<file path="src/rtl/vc_sat_counter.sv">
// Saturating up-counter with synchronous clear and count enable.
// Ports: clk, rst_n (async active-low), clr (priority over en), en,
//        count (registered, holds at MAX).
module vc_sat_counter #(
   parameter int unsigned W   = 8,
   parameter int unsigned MAX = 255
) (
   input  logic         clk,
   input  logic         rst_n,
   input  logic         clr,
   input  logic         en,
   output logic [W-1:0] count
);

   always_ff @(posedge clk or negedge rst_n) begin
      if (!rst_n) begin
         count <= '0;
      end else if (clr) begin
         count <= '0;
      end else if (en && (count != W'(MAX))) begin
         count <= count + W'(1);
      end
   end

endmodule

</file>
<file path="config.mk">
export PLATFORM = sky130hd
export DESIGN_NAME = vc_sat_counter
export DESIGN_NICKNAME = d
export VERILOG_FILES = /design/src/rtl/vc_sat_counter.sv
export SDC_FILE = /design/constraint.sdc
export NUM_CORES = 1
export LEC_CHECK = 0
export BUFFER_PORTS_ARGS = -buffer_cell sky130_fd_sc_hd__buf_2
export CORE_AREA = 2 2 39 41
export CTS_BUF_LIST = sky130_fd_sc_hd__clkbuf_4 sky130_fd_sc_hd__clkbuf_8 sky130_fd_sc_hd__clkbuf_16
export DETAILED_ROUTE_END_ITERATION = 7
export DIE_AREA = 0 0 41 43
export PLACE_DENSITY = 0.66
export SLEW_MARGIN = 20
export SYNTH_ARGS = -nofsm -noshare
export SYNTH_HDL_FRONTEND = slang
export SYNTH_SLANG_ARGS = --single-unit
</file>
<file path="constraint.sdc">
create_clock -name clk -period 3 [get_ports clk]
set_input_delay 0.75 -clock clk [delete_from_list [all_inputs] [get_ports clk]]
set_output_delay 0.75 -clock clk [all_outputs]
set_load 0.03 [all_outputs]
</file>
==> results by group <==
Cells and area
  • Area occupied by multi-input gates: 248 sq um
  • Ant diodes: 0
  • Share of cells above drive strength 1: 0.295
  • Layout area overhead: 19.1%
  • FF+latch area: 200 sq um
  • Max reg flops: 8
  • Largest registers: count (8)
  • Nets: 68
  • Filler Cells Inserted: 149
  • Top reg by flops: count

Critical path
  • Crit Path Category: flip-flop to flip-flop
  • Crit path max-delay family: flip-flops
  • Stages on the worst setup path: 4
  • CP max stage cell: dfrtp_1
  • WP buf/inv: 0
  • Critical path capture point type: flip-flop
  • Cells along the critical path: ha_1 > and4_2 > a21boi_1 > mux2_2
  • Required time of the worst setup path: 3.13 ns
  • Setup crit start kind: flip-flop
  • Max incr delay on CP: 0.44 ns
  • Max Fanout on Critical Path: 7
  • CP arrival: 1.88 ns
  • Reg2Reg Depth: 4

STA
  • RSZ-0062 raised after global routing: no
  • Crit share post-route: 0.583
  • Relative slew slack: 0.732
  • Count of final setup violators: 0
  • Setup TNS: 0 ns
  • Fin. Hold Viols: 0
  • Max-slew violations: 0
  • Slew @ Worst Pin: 0.392 ns
  • Fmax: 0.571 GHz
  • Setup Skew: between 0.004 and 0.005 ns
  • Minimum clock period: 1.75 ns

Floorplan
  • Site Rows: 14
  • Die height: 43 um
  • Initial Util: 0.335
  • Full die area: approximately 0.0018 sq mm
  • Horiz. Die Dim: 41 um
  • Core Box Area: about 0.0014 sq mm
  • Num ports: 12

CTS
  • Post-CTS Setup Repair Bufs: 0
  • Clock Tree Buf Depth: 2
  • Post-CTS Hold Buffers: 0
  • H-tree depth: 1
  • Worst-Skew Late Latency: between 0.2 and 0.3 ns
  • CTS root buffer: clkbuf_4
  • CTS tree: built
  • Clk slew on worst S/H paths: 0.06 ns
  • TritonCTS Buffers: 3
  • Clock Sinks: 8
  • Post-CTS Resized: 0

Synthesis
  • Synthesized Nets: 54
  • Synth warn: 0
  • Post-synthesis compound-gate area fraction: 0.127
  • Mux contribution to synthesized area: 0.0701
  • Top-count cell post-synth: dfrtp_1
  • Synth Area in Adders: 0.0270
  • Synth Area in XOR/XNOR: 0
  • Synth async-reset ratio: 1.00
  • Post-synthesis simple-gate area fraction: 0.310
  • Top-area cell type share of the netlist area: 0.431
  • Biggest area consumer among synthesized cells: dfrtp_1
  • Seq/Total Area, Yosys: 0.431
  • Mapped Area: 464 sq um
  • Unique cell type count in the Yosys netlist: 28
  • Main flop type after synthesis: dfrtp_1
  • Post-synth top cells: dfrtp_1 (8), nor3_1 (4), a21oi_1 (3), nand2b_1 (3), nor2b_1 (3)
  • Synth Register Bits: 8
  • Top cells by area, synth: dfrtp_1 (43%), mux2_2 (4.9%), nor3_1 (4.3%)
  • Syn Inst Count: 49
  • Largest family of logic cells by synthesized area: simple AND/OR/NAND/NOR gates
  • EDFF count, synth: 0
  • Synth Area per Inst: 9.47 sq um

Route
  • Via count: 426
  • Post-DR vias/cell: between 5 and 6
  • DRT antenna net count: 0
  • 1st-iter DRT viols: 7
  • DRC errors left: 0
  • M1 WL: 494 um
  • WL final: 1010 um
  • DR WL met3: 29 um
  • Met2 WL: roughly 470 um
  • Wire length per cell: 13.1 um
  • Top Layer Used: met4
  • Drt pass-1 iters: 3

Run status
  • Outcome: completed

GRT
  • Initial antenna violation count: 0
  • GRT Overall Usage: 0.155
  • Largest net degree at the start of global routing: 12
  • First-pass GRT wire length: 1780 um
  • Vias in the first global route: 400
  • Total global routing overflow: 0

Pwr
  • Total chip power: 0.000221 W
  • Peak VDD IR: 0.169 mV
  • Power Dens Cells: 400 mW/mm^2
  • Leakage power: between 0.2 and 0.3 nW

Hold path
  • Hold Crit Class: input pin to asynchronous set/reset pin

Flow run
  • MaxCap Viol Count: 0

Placement
  • Input/output buffers: 11
  • RePlAce Congestion: 0.716
-- logic make-up (layout without fill, tap and decap cells) --
kind of cell / count (synthesis) / in the layout
AND/OR/NAND/NOR: 24 / 24
AO/OA/AOI/OAI: 9 / 9
flip-flops: 8 / 8
buffers and inverters: 4 / 16
multiplexers: 3 / 3
adder cells (fa/ha/maj): 1 / 1
-- metal layers --
layer / track usage / vias up
met4: 0.120 / 0
li1: - / 207
met3: 0.0314 / 2
met1: 0.223 / 209
met5: 0 / -
met2: 0.191 / 8
-- where the power goes --
part | internal [W] | switching, W | total (W) | leakage [nW]
clock | 0.0000458 | 0.0000363 | 0.0000821 | 0.0138
combinational | 0.00000853 | 0.0000160 | 0.0000245 | 0.131
sequential | 0.000111 | 0.00000412 | 0.000115 | 0.110
total | 0.000165 | 0.0000564 | 0.000221 | 0.255
-- layout make-up --
type	count	share of cell area
timing repair buffer	11	0.0995
tap	16	0.0362
clock buffer	3	0.0407
sequential	8	0.362
inverter	2	0.0136
multi-input combinational	37	0.448
-- layout by cell type (no fill, tap or decap) --
cell | netlist | final
mux2i_1 | 1 | 1
nor3_1 | 4 | 4
nand2_1 | 2 | 2
a41oi_1 | 1 | 1
or3_1 | 1 | 1
mux2_2 | 2 | 2
a21boi_1 | 1 | 1
nor3b_1 | 1 | 1
nand3_1 | 2 | 2
nand4_1 | 1 | 1
dfrtp_1 | 8 | 8
and3_1 | 1 | 1
a31oi_1 | 1 | 1
a21oi_1 | 3 | 3
a2111oi_0 | 1 | 1
ha_1 | 1 | 1
and4_2 | 1 | 1
nand2b_1 | 3 | 3
and4_1 | 1 | 1
clkbuf_4 | 0 | 3
a211oi_1 | 1 | 1
nor4_1 | 1 | 1
nor2b_1 | 3 | 3
o21ai_0 | 1 | 1
inv_1 | 2 | 2
nor2_1 | 2 | 2
buf_2 | 1 | 11
nand3_2 | 1 | 1
-- path summary, 6_finish.rpt --
path	startpoint	to	slack (ns)
worst max-delay path	count[0]	count[0]	1.25
worst min-delay path	rst_n	count[4]	0.33
worst max register to register	count[0]	count[0]	1.25
worst min register to register	count[7]	count[7]	0.59
max in group asynchronous	rst_n	count[1]	2.49
min in group clk	count[7]	count[7]	0.59
-- per-stage QoR --
stage / instance area, sq um / setup WS [ns] / utilization / instances / hold WS (ns)
after global placement: 531 / 1.28 / 0.383 / 74 / 0.568
after floorplan: 464 / 1.25 / - / 49 / 0.454
after detailed placement: 531 / 1.26 / 0.383 / 74 / 0.584
after global routing: 553 / 1.15 / 0.400 / 77 / 0.343
final: 553 / 1.25 / 0.400 / 77 / 0.332
after CTS: 553 / 1.25 / 0.400 / 77 / 0.333
Power figures use the tool's default switching activity.
